<file path="config.mk">
export PLATFORM = sky130hd
export DESIGN_NAME = ccff_chain_loader_flat
export DESIGN_NICKNAME = d
export VERILOG_FILES = /design/src/rtl/ccff_chain_loader_if.sv /design/src/rtl/ccff_chain_loader.sv /design/src/flat_wrapper.sv
export SDC_FILE = /design/constraint.sdc
export NUM_CORES = 1
export LEC_CHECK = 0
export ABC_CLOCK_PERIOD_IN_PS = 2500
export CAP_MARGIN = 15
export CELL_PAD_IN_SITES_DETAIL_PLACEMENT = 1
export CELL_PAD_IN_SITES_GLOBAL_PLACEMENT = 2
export CORE_MARGIN = 5
export CORE_UTILIZATION = 30
export CTS_CLUSTER_SIZE = 40
export DETAILED_ROUTE_END_ITERATION = 6
export HOLD_SLACK_MARGIN = 0.05
export PLACE_DENSITY = 0.72
export SYNTH_ARGS = -nofsm -noshare
export SYNTH_HDL_FRONTEND = slang
export SYNTH_SLANG_ARGS = --single-unit
</file>
<file path="constraint.sdc">
create_clock -name prog_clock -period 2.5 [get_ports prog_clock]
set_clock_uncertainty 0.1 [all_clocks]
set_input_delay 0.25 -clock prog_clock [delete_from_list [all_inputs] [get_ports prog_clock]]
set_output_delay 0.25 -clock prog_clock [all_outputs]
set_load 0.03 [all_outputs]
</file>
<file path="src/rtl/ccff_chain_loader_if.sv">
// Bitstream word handshake between fetch logic (master) and the chain loader (slave).
interface ccff_chain_loader_if #(
   parameter int WORD_W = 8
) ();
   logic [WORD_W-1:0] cfg_data;
   logic              cfg_valid;
   logic              cfg_ready;

   modport master (output cfg_data, output cfg_valid, input  cfg_ready);
   modport slave  (input  cfg_data, input  cfg_valid, output cfg_ready);
endinterface

</file>
<file path="src/rtl/ccff_chain_loader.sv">
// Serialises bitstream words LSB-first onto a clb/fle ccff chain, gating config_enable per bit.
// Optional CCFF_READBACK_EN: shadow-models the chain and flags ccff_tail mismatches on reload.
module ccff_chain_loader #(
   parameter int CHAIN_LEN = 66,
   parameter int WORD_W    = 8
) (
   input  logic                 prog_clock,
   input  logic                 prog_reset,
   ccff_chain_loader_if.slave   cfg,
   input  logic                 start,
   input  logic                 abort,
   output logic                 config_enable,
   output logic                 ccff_head,
   input  logic                 ccff_tail,
   output logic                 busy,
   output logic                 done
`ifdef CCFF_READBACK_EN
   ,
   output logic                 readback_err
`endif
);

   localparam int RW = $clog2(CHAIN_LEN + 1);
   localparam int WB = $clog2(WORD_W + 1);
   localparam logic [RW-1:0] LEN_R  = RW'(CHAIN_LEN);
   localparam logic [WB-1:0] WORD_B = WB'(WORD_W);

   typedef enum logic [1:0] {
      S_IDLE,
      S_FETCH,
      S_SHIFT,
      S_FINISH
   } state_t;

   state_t            r_state;
   logic [RW-1:0]     r_remaining;
   logic [WB-1:0]     r_word_bits;
   logic [WORD_W-1:0] r_shreg;
   logic              r_head;
   logic              r_cfg_en;
   logic              r_cfg_ready;
   logic              r_busy;
   logic              r_done;

   logic              w_cfg_ready;
   logic              w_hs;
   logic [WB-1:0]     w_first_bits;

   // abort gates the registered strobes combinationally so nothing shifts or handshakes that cycle
   assign w_cfg_ready   = r_cfg_ready & ~abort;
   assign cfg.cfg_ready = w_cfg_ready;
   assign w_hs          = cfg.cfg_valid & w_cfg_ready;
   assign config_enable = r_cfg_en & ~abort;
   assign ccff_head     = r_head;
   assign busy          = r_busy;
   assign done          = r_done & ~abort;

   always_comb begin
      w_first_bits = WORD_B;
      if (32'(r_remaining) < WORD_W) begin
         w_first_bits = WB'(r_remaining);
      end
   end

   always_ff @(posedge prog_clock or posedge prog_reset) begin
      if (prog_reset) begin
         r_state     <= S_IDLE;
         r_remaining <= '0;
         r_word_bits <= '0;
         r_shreg     <= '0;
         r_head      <= 1'b0;
         r_cfg_en    <= 1'b0;
         r_cfg_ready <= 1'b0;
         r_busy      <= 1'b0;
         r_done      <= 1'b0;
      end else begin
         r_done <= 1'b0;
         case (r_state)
            S_IDLE: begin
               if (start) begin
                  r_state     <= S_FETCH;
                  r_remaining <= LEN_R;
                  r_cfg_ready <= 1'b1;
                  r_busy      <= 1'b1;
               end
            end
            S_FETCH: begin
               if (abort) begin
                  r_state     <= S_IDLE;
                  r_cfg_ready <= 1'b0;
                  r_cfg_en    <= 1'b0;
                  r_busy      <= 1'b0;
               end else if (w_hs) begin
                  r_head      <= cfg.cfg_data[0];
                  r_shreg     <= cfg.cfg_data >> 1;
                  r_word_bits <= w_first_bits;
                  r_cfg_ready <= 1'b0;
                  r_cfg_en    <= 1'b1;
                  r_state     <= S_SHIFT;
               end
            end
            S_SHIFT: begin
               if (abort) begin
                  r_state     <= S_IDLE;
                  r_cfg_ready <= 1'b0;
                  r_cfg_en    <= 1'b0;
                  r_busy      <= 1'b0;
               end else begin
                  r_remaining <= r_remaining - 1'b1;
                  r_word_bits <= r_word_bits - 1'b1;
                  // head holds the last shifted bit whenever the shift stops
                  if (r_remaining == RW'(1)) begin
                     r_state  <= S_FINISH;
                     r_cfg_en <= 1'b0;
                     r_done   <= 1'b1;
                  end else if (r_word_bits == WB'(1)) begin
                     r_state     <= S_FETCH;
                     r_cfg_en    <= 1'b0;
                     r_cfg_ready <= 1'b1;
                  end else begin
                     r_head  <= r_shreg[0];
                     r_shreg <= r_shreg >> 1;
                  end
               end
            end
            S_FINISH: begin
               r_state     <= S_IDLE;
               r_busy      <= 1'b0;
               r_cfg_en    <= 1'b0;
               r_cfg_ready <= 1'b0;
            end
            default: begin
               r_state     <= S_IDLE;
               r_busy      <= 1'b0;
               r_cfg_en    <= 1'b0;
               r_cfg_ready <= 1'b0;
            end
         endcase
      end
   end

`ifdef CCFF_READBACK_EN
   logic [CHAIN_LEN-1:0] r_shadow;
   logic                 r_shadow_vld;
   logic                 r_readback_err;

   assign readback_err = r_readback_err;

   // shadow only becomes trustworthy once a complete load has gone through it
   always_ff @(posedge prog_clock or posedge prog_reset) begin
      if (prog_reset) begin
         r_shadow       <= '0;
         r_shadow_vld   <= 1'b0;
         r_readback_err <= 1'b0;
      end else begin
         if (r_state == S_IDLE && start) begin
            r_readback_err <= 1'b0;
         end
         if (config_enable) begin
            if (r_shadow_vld && (ccff_tail != r_shadow[CHAIN_LEN-1])) begin
               r_readback_err <= 1'b1;
            end
            r_shadow <= CHAIN_LEN'({r_shadow, ccff_head});
         end
         if (abort && r_state != S_IDLE) begin
            r_shadow_vld <= 1'b0;
         end else if (r_state == S_FINISH) begin
            r_shadow_vld <= 1'b1;
         end
      end
   end
`else
   logic w_tail_unused;
   assign w_tail_unused = ccff_tail;
`endif

endmodule
</file>
<file path="src/flat_wrapper.sv">
// flat-port wrapper written by rule: the top's interface ports become plain ports
module ccff_chain_loader_flat 
#(
   parameter int CHAIN_LEN = 66,
   parameter int WORD_W    = 8
)
  (prog_clock, prog_reset, start, abort, config_enable, ccff_head, ccff_tail, busy, done, cfg_cfg_data, cfg_cfg_valid, cfg_cfg_ready);
  ccff_chain_loader_if #(.WORD_W(WORD_W)) cfg_i ();
  input  logic prog_clock;
  input  logic prog_reset;
  input  logic start;
  input  logic abort;
  output logic config_enable;
  output logic ccff_head;
  input  logic ccff_tail;
  output logic busy;
  output logic done;
  input wire logic [$bits(cfg_i.cfg_data)-1:0] cfg_cfg_data;
  input wire logic [$bits(cfg_i.cfg_valid)-1:0] cfg_cfg_valid;
  output wire logic [$bits(cfg_i.cfg_ready)-1:0] cfg_cfg_ready;
  assign cfg_i.cfg_data = cfg_cfg_data;
  assign cfg_i.cfg_valid = cfg_cfg_valid;
  assign cfg_cfg_ready = cfg_i.cfg_ready;
  ccff_chain_loader #(.CHAIN_LEN(CHAIN_LEN), .WORD_W(WORD_W)) u_core (.prog_clock(prog_clock), .prog_reset(prog_reset), .cfg(cfg_i), .start(start), .abort(abort), .config_enable(config_enable), .ccff_head(ccff_head), .ccff_tail(ccff_tail), .busy(busy), .done(done));
endmodule
</file>
# Word level (Yosys, flattened, before mapping)
# Cells that the tools add are included.
# W data, S select, Z words.
word_totals:
  elab_cells: 90
  out_inout_bits: 5
  ff_bits: 26
  in_bits: 14
op_classes:
  n_mux: 45
  n_eq_ne: 16
  n_reduce_logical: 12
  n_bitwise: 5
  n_addsub: 2
  n_lt_le_gt_ge: 1
ops:
  columns: ["cell", "count"]
  rows:
  - ["$mux W8", 5]
  - ["$mux W1", 20]
  - ["$mux W4", 4]
  - ["$pmux W8 S2", 1]
  - ["$mux W7", 2]
  - ["$pmux W7 S2", 1]
  - ["$mux W2", 6]
  - ["$ne A2 B2 Y1 const B", 5]
  - ["$reduce_and A3 Y1", 3]
  - ["$pmux W2 S4", 1]
  - ["$pmux W4 S2", 1]
  - ["$reduce_and A4 Y1", 2]
  - ["$eq A7 B1 Y1 const B", 1]
  - ["$lt A7 B4 Y1 const B", 1]
  - ["$sub A7 B1 Y7 const B", 1]
  - ["$ne A3 B2 Y1 const B", 2]
  - ["$pmux W1 S3", 2]
  - ["$reduce_and A6 Y1", 1]
  - ["$and A1 B1 Y1", 4]
  - ["$eq A2 B2 Y1 const B", 2]
  - ["$eq A4 B1 Y1 const B", 1]
  - ["$ne A2 B1 Y1 const B", 2]
  - ["$ne A4 B2 Y1 const B", 1]
  - ["$pmux W1 S4", 1]
  - ["10 further kinds", 11]

# Longest topological paths before layout
# Gate-level depths: netlist of the first run.
logic_depth:
  ltp_word: 6
  ltp_mapped: 7
  depth_no_buf: 6

# Worst setup path before layout of the first run
# OpenSTA, ideal clock, no wires.
synth_timing:
  kind: "reg2reg"
  start: "register u_core.r_state[0]"
  end: "register u_core.r_remaining[6]"
  n_path_buf: 1
  setup_ns: 0.132
  setup_slack_ns: 0.658
  arrival_ns: 1.610
  synth_period_minus_slack_ns: 1.842
  stages_incl_launch_ff: 8
  required_ns: 2.268
  cell_sequence: "dfrtp_1 > inv_1 > ha_1 > nor2b_1 > buf_2 > o2111ai_1 > o21ai_0 > or3b_1"
synth_between:
  elab_chain_cells: 3
  word_cells_on_any_way: 7
  classes_between: "3 x eq/ne; 1 x mux; 3 x reduce/logical"
synth_lines:
  columns: ["item", "line", "text"]
  rows:
  - ["start: declaration", "ccff_chain_loader.sv:35", "state_t r_state;"]
  - ["start signal: assignment", "ccff_chain_loader.sv:67", "r_state <= S_IDLE;"]
  - ["start signal: assignment", "ccff_chain_loader.sv:81", "r_state <= S_FETCH;"]
  - ["start signal: assignment", "ccff_chain_loader.sv:89", "r_state <= S_IDLE;"]
  - ["$eq A2 B2 Y1 / $logic_not A2 Y1 (equally long branches)", "ccff_chain_loader.sv:78", "case (r_state)"]
  - ["$ne A2 B2 Y1 (no line) / $reduce_bool A2 Y1 (equally long branches)", null, null]
  - ["$reduce_and A3 Y1 (no line)", null, null]
  - ["end signal: assignment", "ccff_chain_loader.sv:109", "r_remaining <= r_remaining - 1'b1;"]
  - ["end: declaration", "ccff_chain_loader.sv:36", "logic [RW-1:0] r_remaining;"]
# Parallel ways exist; a longest one is shown, timed or not.
# A chain may end at the register's enable or synchronous reset.

# Worst setup path after layout of the first run
# Ends and elaborated chain as after synthesis.

==> flow_metrics.tcl, run 1 <==
set metrics [dict create \
    die_w_um 81.0 \
    setup_tns_ns 0 \
    grt_max_degree 26 \
    coreArea_sq_um 4820 \
    firstDrtPassIters 4 \
    rrSetupSlack_ns 0.33 \
    synth-seq-cells 25 \
    drv_slew 0 \
    vdd_drop_max_mv 0.399 \
    synth_top_area_share_pct 41.4 \
    cts-resized-gates 0 \
    start_util_pct 31.4 \
    synth_most_common_cell "dfrtp_1" \
    clock_latency_ns 0.27 \
    vias 1257 \
    clkTransAtPathRegs_ns 0.09 \
    antenna-diode-count 0 \
    yosys_warnings 0 \
    ant_nets 0 \
    avgSynthCellArea_sq_um 9.56 \
    overflow 0 \
    antenna_found_initial 0 \
    drcViolationCount 0 \
    synth_cells 158 \
    wirelength_um 3750 \
    numCtsBuffers 3 \
    seq_power_share_pct 36.9 \
    grtUsageTotal_pct 13.0 \
    crit_path_max_fanout 11 \
    fin_nets 202 \
    num_io_pins 19 \
    synth_top_area_cell "dfrtp_1" \
    synthToLayoutAreaGrowth_pct 20.5 \
    synthArstFlopShare_pct 100 \
    dp_hpwl_um 2970 \
    power_mw 2.02 \
    rows 25 \
    hold_path_class "input port to async pin" \
    synth.distinct_cells 46 \
    cp_data_arrival_time_ns 2.24 \
    wire_per_inst_um 15.2 \
    drive_gt1_share_pct 9.50 \
    gp_congestion 0.827 \
    worstMarginPinSlew_ns 0.502 \
    grt_pass1_vias 1395 \
    ys_top_cells_by_area "dfrtp_1 (41%), ha_1 (6.6%), a221o_1 (4.6%)" \
    wl_met2_um 1880 \
    p_sw_share_pct 42.5 \
    grt_pass1_wl_um 6680 \
    wl_met1_um 1710 \
    combPwrFrac_pct 50.6 \
    cts_setup_buffers 0 \
    die_h_um 81.0 \
    syn_nets 180 \
    cts_htree_levels 1 \
    p_leak_nw 0.779 \
    r2r_cells 6 \
    min_period_over_period_pct 87.0 \
    required_ns 2.56 \
    hold_buffers 0 \
    cts_tree "built" \
    r2r_end "u_core.r_remaining[6]$_DFFE_PP0P_" \
    cts.sink_count 25 \
    worstSetupEndpointType "flip-flop" \
    startpoint "u_core.r_state[0]$_DFFE_PP0P_" \
    cts.root.buffer_cell "clkbuf_8" \
    nFillCells 568 \
    synth_edf_count 0 \
    power.internal_mw 1.16 \
    p_per_area_nw_per_um2 1110 \
    synth_commonest_cells "dfrtp_1 (25), nor2_1 (14), inv_1 (13), a21oi_1 (12), and2_1 (9)" \
    syn_area_sq_um 1510 \
    timing.rr.start "u_core.r_state[0]$_DFFE_PP0P_" \
    portBuffers 17 \
    max-slew-margin-rel_pct 66.5 \
    ys_seq_area_share_pct 41.4 \
    cap_violations 0 \
    dieArea_sq_um 6550 \
    status "finished, final reports clean" \
    pwr-share-clk_pct 12.6 \
    via_per_inst 5.11 \
    hold_viol 0 \
    p_sw_mw 0.858 \
    path_class "flip-flop to flip-flop" \
    drt_iter0_markers 45 \
    crit_end "u_core.r_remaining[6]$_DFFE_PP0P_" \
    setup-violations-final 0 \
    rsz0062_at_grt "no" \
    fin_crit_ns 2.17 \
    worstSetupStartpointType "flip-flop" \
    synth_ff_type "dfrtp_1" \
    clockBufferDepth 2 \
    dr_wl_met3_um 91 \
    fmax_mhz 460 \
    highest_layer "met4" \
]
## placed cells by master, fill, tap and decap left out, drive strengths merged, types with 2 or more instances in the layout
master / n
o21ai: 8
buf: 6
a21oi: 13
and2: 9
nor2b: 8
o221ai: 3
ha: 8
a221o: 7
nand2b: 3
nand3: 3
nor4: 2
nand2: 5
and3: 2
dfrtp: 25
clkdlybuf4s50: 17
a22oi: 2
or3: 2
nor3: 3
a221oi: 2
clkbuf: 3
nor2: 14
inv: 13
## metrics by stage
stage / hold WS, ns / util (%) / instance area, sq um / cells / setup WS, ns
2_1_floorplan: 0.177 / - / 1510 / 158 / 0.658
3_3_place_gp: 0.389 / 36.8 / 1770 / 242 / 0.355
3_5_place_dp: 0.400 / 36.8 / 1770 / 242 / 0.342
4_1_cts: 0.238 / 37.8 / 1820 / 246 / 0.310
5_1_grt: 0.256 / 37.8 / 1820 / 246 / 0.176
6_report: 0.222 / 37.8 / 1820 / 246 / 0.325
## registers in the layout, indices dropped and copies added, names as in the netlist
signal              cells
u_core.r_shreg          7
u_core.r_done           1
u_core.r_word_bits      4
u_core.ccff_head        1
u_core.r_state          2
u_core.busy             1
u_core.r_remaining      7
u_core.r_cfg_ready      1
u_core.r_cfg_en         1
## how the worst min path moves through the flow
stage | from | endpoint | slack (ns) | cells after the start
after floorplan | prog_reset | u_core.busy$_DFFE_PP0P_ | 0.18 | 1
after global placement | u_core.r_shreg[5]$_DFFE_PP0P_ | u_core.r_shreg[4]$_DFFE_PP0P_ | 0.39 | 1
after detailed placement | u_core.r_shreg[6]$_DFFE_PP0P_ | u_core.r_shreg[5]$_DFFE_PP0P_ | 0.40 | 1
after CTS | prog_reset | u_core.ccff_head$_DFFE_PP0P_ | 0.24 | 3
after global routing | prog_reset | u_core.r_shreg[0]$_DFFE_PP0P_ | 0.26 | 3
final | prog_reset | u_core.r_shreg[0]$_DFFE_PP0P_ | 0.22 | 3
## layer usage
layer | up-vias | global-route usage [%]
li1 | 612 | -
met1 | 626 | 15.8
met2 | 12 | 23.2
met3 | 7 | 2.11
met4 | 0 | 4.39
met5 | - | 0
## layout make-up
| cell class | count | area [sq um] | share of cell area [%] |
|---|---|---|---|
| Clock inverter | 1 | 7.51 | 0.413 |
| Tap cell | 67 | 83.8 | 4.61 |
| Multi-Input combinational cell | 114 | 797 | 43.8 |
| Sequential cell | 25 | 626 | 34.4 |
| Timing Repair Buffer | 23 | 215 | 11.8 |
| Clock buffer | 3 | 41.3 | 2.27 |
| Inverter | 13 | 48.8 | 2.68 |
## kinds of logic after synthesis
logic type | Yosys count | synth area share [%]
AOI/OAI and AO/OA | 48 | 23.4
muxes | 2 | 1.41
buffers and inverters | 19 | 5.80
DFF | 25 | 41.4
adders and majority gates | 8 | 6.63
xor gates and xnor gates | 1 | 0.580
and+or+nand+nor | 55 | 20.7
## critical path: stages (launching register included)
cell and delay (ns):
dfrtp_1 0.42, inv_1 0.09, ha_1 0.42, nor2b_1 0.24
o2111ai_1 0.25, o21ai_0 0.19, or3b_1 0.35
## power by group through the flow
stage	clock, mW	combinational [mW]	sequential [mW]
floorplan	0	0.736	0.738
global placement	0	0.975	0.739
detailed placement	0	1.03	0.755
CTS	0.261	1.03	0.746
global route	0.287	1.14	0.773
finish	0.254	1.02	0.745
No activity file was read; power rests on OpenSTA's default activity.
==> run 2: changes to the inputs <==
- CORE_UTILIZATION: 30 -> 34
- PLACE_DENSITY: 0.72 -> 0.8
- RECOVER_POWER: not set -> 25
==> run 2 against run 1 <==
  * Wire length decreased by 2.2%
  * Cell count decreased by 6.1%
  * Hold slack improved by 0.15 ns
  * Sequential share of layout area rose by 0.17 points
  * Register-to-register slack better by 0.05 ns
  * Clock power down 4%
  * Die area down 10%
  * Design area is 0.48% lower
  * Utilization up 4.1 points
  * Highest routed layer unchanged
==> flow_metrics.tcl, run 2 (same netlist as run 1, synthesis figures left out) <==
set metrics [dict create \
    post-place-ws_ns 0.361 \
    grt_pass1_vias 1301 \
    vdd_drop_max_mv 0.411 \
    fmax_mhz 470 \
    via_per_inst 5.41 \
    gp_congestion 0.780 \
    drv_slew 0 \
    cts_tree "built" \
    vias 1250 \
    drcViolationCount 0 \
    clkTransAtPathRegs_ns 0.09 \
    cp_data_arrival_time_ns 2.19 \
    p_per_area_nw_per_um2 1100 \
    die_h_um 76.6 \
    cap_violations 0 \
    wirelength_um 3660 \
    cts_htree_levels 1 \
    overflow 0 \
    path_class "flip-flop to flip-flop" \
    worstSetupEndpointType "flip-flop" \
    antenna-diode-count 0 \
    clockBufferDepth 2 \
    cts.root.buffer_cell "clkbuf_8" \
    dp_hpwl_um 2880 \
    fin_crit_ns 2.13 \
    numCtsBuffers 3 \
    drt_iter0_markers 48 \
    firstDrtPassIters 4 \
    worstSetupStartpointType "flip-flop" \
    fin_cells 231 \
    cts.sink_count 25 \
    hold_path_class "input port to async pin" \
    fin_nets 202 \
    top_regs "u_core.r_remaining (7), u_core.r_shreg (7), u_core.r_word_bits (4)" \
    coreArea_sq_um 4320 \
    grtUsageTotal_pct 12.8 \
    crit_path_max_fanout 10 \
    dpl.cell_count 227 \
    hold_buffers 0 \
    grt_pass1_wl_um 6210 \
    dieArea_sq_um 5870 \
    rsz0062_at_grt "no" \
    max-slew-margin-rel_pct 61.3 \
    setup_slack_ns 0.370 \
    p_leak_nw 0.787 \
    num_io_pins 19 \
    setup-violations-final 0 \
    ant_nets 0 \
    grt_max_degree 15 \
    final_cell_mix "dfrtp_1 (25), clkdlybuf4s50_1 (16), nor2_1 (14)" \
    setup_tns_ns 0 \
    drive_gt1_share_pct 9.50 \
    hold_viol 0 \
    cts-resized-gates 0 \
    clock_latency_ns 0.27 \
    synthToLayoutAreaGrowth_pct 19.9 \
    final_common_cell "dfrtp_1" \
    wire_per_inst_um 15.9 \
    die_w_um 76.6 \
    portBuffers 17 \
    antenna_found_initial 0 \
    required_ns 2.56 \
    worstMarginPinSlew_ns 0.579 \
    rows 24 \
    power_mw 2.00 \
    min_period_over_period_pct 85.2 \
    status "finished, final reports clean" \
    cts_setup_buffers 0 \
    start_util_pct 34.9 \
]
[run 2: changes by cell type in the layout (fill, tap and decap cells not counted)]
cell | previous run | this run
dlygate4sd3_1 | 0 | 1
clkdlybuf4s50_1 | 17 | 16
buf_4 | 6 | 5
clkinvlp_4 | 1 | 0
buf_12 | 0 | 1
clkinv_2 | 0 | 1
[run 2: final cells by class]
cell class,count,area (sq um)
Sequential cell,25,626
Multi-Input combinational cell,114,797
Clock inverter,1,5.00
Inverter,13,48.8
Clock buffer,3,41.3
Timing Repair Buffer,23,228
Tap cell,52,65.1
Fill cell,519,2510
[run 2: stage by stage]
stage,instance area [sq um],utilization (%),hold WS (ns)
4_1_cts,1810,41.9,0.254
2_1_floorplan,1510,-,0.177
5_1_grt,1810,41.9,0.426
6_report,1810,41.9,0.368
3_3_place_gp,1760,40.8,0.391
3_5_place_dp,1760,40.8,0.403
[run 2: critical path, cell delays in order, from the launching register on]
cell and delay [ns]:
dfrtp_1 0.42, inv_1 0.09, ha_1 0.41, nor2b_1 0.22, o2111ai_1 0.24, o21ai_0 0.19
or3b_1 0.35
[run 2: worst paths after layout]
check | startpoint | endpoint | slack [ns] | cells past startpoint
worst min register to register | u_core.ccff_head$_DFFE_PP0P_ | u_core.ccff_head$_DFFE_PP0P_ | 0.42 | 1
max in group asynchronous | prog_reset | u_core.r_word_bits[3]$_DFFE_PP0P_ | 1.46 | 3
min in group prog_clock | u_core.ccff_head$_DFFE_PP0P_ | u_core.ccff_head$_DFFE_PP0P_ | 0.42 | 1
worst max register to register | u_core.r_state[0]$_DFFE_PP0P_ | u_core.r_remaining[6]$_DFFE_PP0P_ | 0.37 | 6
worst max-delay path | u_core.r_state[0]$_DFFE_PP0P_ | u_core.r_remaining[6]$_DFFE_PP0P_ | 0.37 | 6
worst min-delay path | prog_reset | u_core.r_shreg[2]$_DFFE_PP0P_ | 0.37 | 2
[run 2: per-layer routing]
layer	GRT usage, %	wire length (um)
met1	16.3	1710
met2	21.6	1840
met3	2.25	73
met4	4.72	47
met5	0	0
[run 2: where the power goes]
part,switching (mW),internal (mW),leakage (nW)
registers,0.166,0.579,0.312
clock network,0.134,0.112,0.0255
logic,0.538,0.471,0.450
==> run 3: changes to the inputs <==
- CORE_MARGIN: 5 -> not set
- SETUP_SLACK_MARGIN: not set -> 0.15
==> run 3 against run 2 <==
  * Design area is 1.0% lower
  * Critical path type unchanged
  * Sequential power barely moved
  * Utilization is 1.4 points higher
==> flow_metrics.tcl, run 3 (same netlist as run 1, synthesis figures left out) <==
set metrics [dict create \
    setup_tns_ns 0 \
    required_ns 2.56 \
    portBuffers 17 \
    gp_congestion 0.763 \
    synthToLayoutAreaGrowth_pct 18.6 \
    cts_htree_levels 1 \
    max-slew-margin-rel_pct 6.05 \
    cap_violations 0 \
    path_class "flip-flop to flip-flop" \
    numCtsBuffers 3 \
    die_w_um 68.6 \
    seq_power_share_pct 37.0 \
    power.internal_mw 1.16 \
    nFillCells 496 \
    coreArea_sq_um 4140 \
    drive_gt1_share_pct 8.94 \
    die_h_um 68.6 \
    pwr-share-clk_pct 12.2 \
    via_per_inst 5.56 \
    status "finished, final reports clean" \
    cts_setup_buffers 0 \
    worstSetupStartpointType "flip-flop" \
    setup-violations-final 0 \
    top_regs "u_core.r_remaining (7), u_core.r_shreg (7), u_core.r_word_bits (4)" \
    p_per_area_nw_per_um2 1120 \
    clkTransAtPathRegs_ns 0.09 \
    dp_hpwl_um 2740 \
    worstMarginPinSlew_ns 1.41 \
    drv_slew 0 \
    hold_path_class "flip-flop to flip-flop" \
    grt_pass1_wl_um 6190 \
    worstSetupEndpointType "flip-flop" \
    final_common_cell "dfrtp_1" \
    p_leak_nw 0.779 \
    dieArea_sq_um 4710 \
    cp_cell_sequence "inv_1 > ha_1 > nor2b_1 > o2111ai_1 > o21ai_0 > or3b_1" \
    wirelength_um 3660 \
    post-place-ws_ns 0.357 \
    hold_viol 0 \
    cts.root.buffer_cell "clkbuf_8" \
    wire_per_inst_um 16.0 \
    firstDrtPassIters 4 \
    fin_crit_ns 2.15 \
    path_buf_inv 1 \
    clock_latency_ns 0.27 \
    start_util_pct 36.4 \
    final_cell_mix "dfrtp_1 (25), clkdlybuf4s50_1 (16), nor2_1 (14)" \
    num_io_pins 19 \
    fin_nets 202 \
    critPathMaxStageDelay_ns 0.43 \
    cts-resized-gates 0 \
    vias 1274 \
    overflow 0 \
    hold_buffers 0 \
    fmax_mhz 466 \
    combPwrFrac_pct 50.8 \
    cp_data_arrival_time_ns 2.21 \
    antenna-diode-count 0 \
    ant_nets 0 \
    antenna_found_initial 0 \
    p_sw_mw 0.850 \
    clockBufferDepth 2 \
    grtUsageTotal_pct 17.6 \
    rows 23 \
    rsz0062_at_grt "no" \
    drt_iter0_markers 29 \
    crit_path_max_fanout 10 \
    cp_slowest_cell "dfrtp_1" \
    min_period_over_period_pct 85.8 \
    p_sw_share_pct 42.3 \
    grt_max_degree 26 \
    setup_slack_ns 0.354 \
    grt_pass1_vias 1339 \
    drcViolationCount 0 \
    vdd_drop_max_mv 0.478 \
    critPathTopFamily "simple AND/OR/NAND/NOR gates" \
    cts_tree "built" \
    cts.sink_count 25 \
]
==> run 3: changes by cell type in the layout (fill, tap and decap cells not counted), sizes merged <==
cell and delta:
clkbuf +1, buf -1
==> run 3: final cells by class <==
class                           count  area, sq um  area share, %
Multi-Input combinational cell    114          797           44.5
Timing Repair Buffer               23          211           11.8
Inverter                           13         48.8           2.72
Clock inverter                      1         5.00          0.279
Tap cell                           50         62.6           3.49
Clock buffer                        3         41.3           2.30
Sequential cell                    25          626           34.9
==> run 3: worst paths after layout <==
check,start,end,slack [ns],depth (start not counted)
worst min-delay path,u_core.r_cfg_en$_DFFE_PP0P_,u_core.r_cfg_en$_DFFE_PP0P_,0.42,2
max in group asynchronous,prog_reset,u_core.r_cfg_ready$_DFFE_PP0P_,0.68,3
min in group asynchronous,prog_reset,u_core.r_word_bits[2]$_DFFE_PP0P_,0.79,3
worst max register to register,u_core.r_state[0]$_DFFE_PP0P_,u_core.r_remaining[6]$_DFFE_PP0P_,0.35,6
worst min register to register,u_core.r_cfg_en$_DFFE_PP0P_,u_core.r_cfg_en$_DFFE_PP0P_,0.42,2
worst max-delay path,u_core.r_state[0]$_DFFE_PP0P_,u_core.r_remaining[6]$_DFFE_PP0P_,0.35,6
==> run 3: metal layers <==
metal	vias to the layer above	part of all wire [%]	GRT usage (%)	routed length [um]
li1	613	-	-	-
met1	637	46	22.9	1690
met2	17	50	30.9	1850
met3	7	2.2	1.97	80
met4	0	1.2	4.69	43
met5	-	0	0	0
==> run 3: power groups by stage <==
stage / Clock [mW] / Combinational, mW / Sequential [mW]
after detailed placement: 0 / 1.02 / 0.754
after floorplan: 0 / 0.736 / 0.738
after CTS: 0.252 / 1.03 / 0.746
after global routing: 0.264 / 1.14 / 0.775
after global placement: 0 / 0.975 / 0.738
final: 0.245 / 1.02 / 0.745
==> run 3: stage by stage <==
| stage | hold WS, ns | instances | area, sq um | power (mW) | util, % |
|---|---|---|---|---|---|
| floorplan | 0.177 | 158 | 1510 | 1.47 | - |
| global placement | 0.389 | 225 | 1750 | 1.71 | 42.2 |
| detailed placement | 0.401 | 225 | 1750 | 1.77 | 42.2 |
| CTS | 0.254 | 229 | 1800 | 2.03 | 43.3 |
| global route | 0.442 | 229 | 1790 | 2.18 | 43.2 |
| finish | 0.422 | 229 | 1790 | 2.01 | 43.2 |
==> run 3: tightest hold or removal path, cell delays in order (launching register included) <==
cell and delay [ns]:
dfrtp_1 0.34, o21ai_0 0.08, o41ai_1 0.07
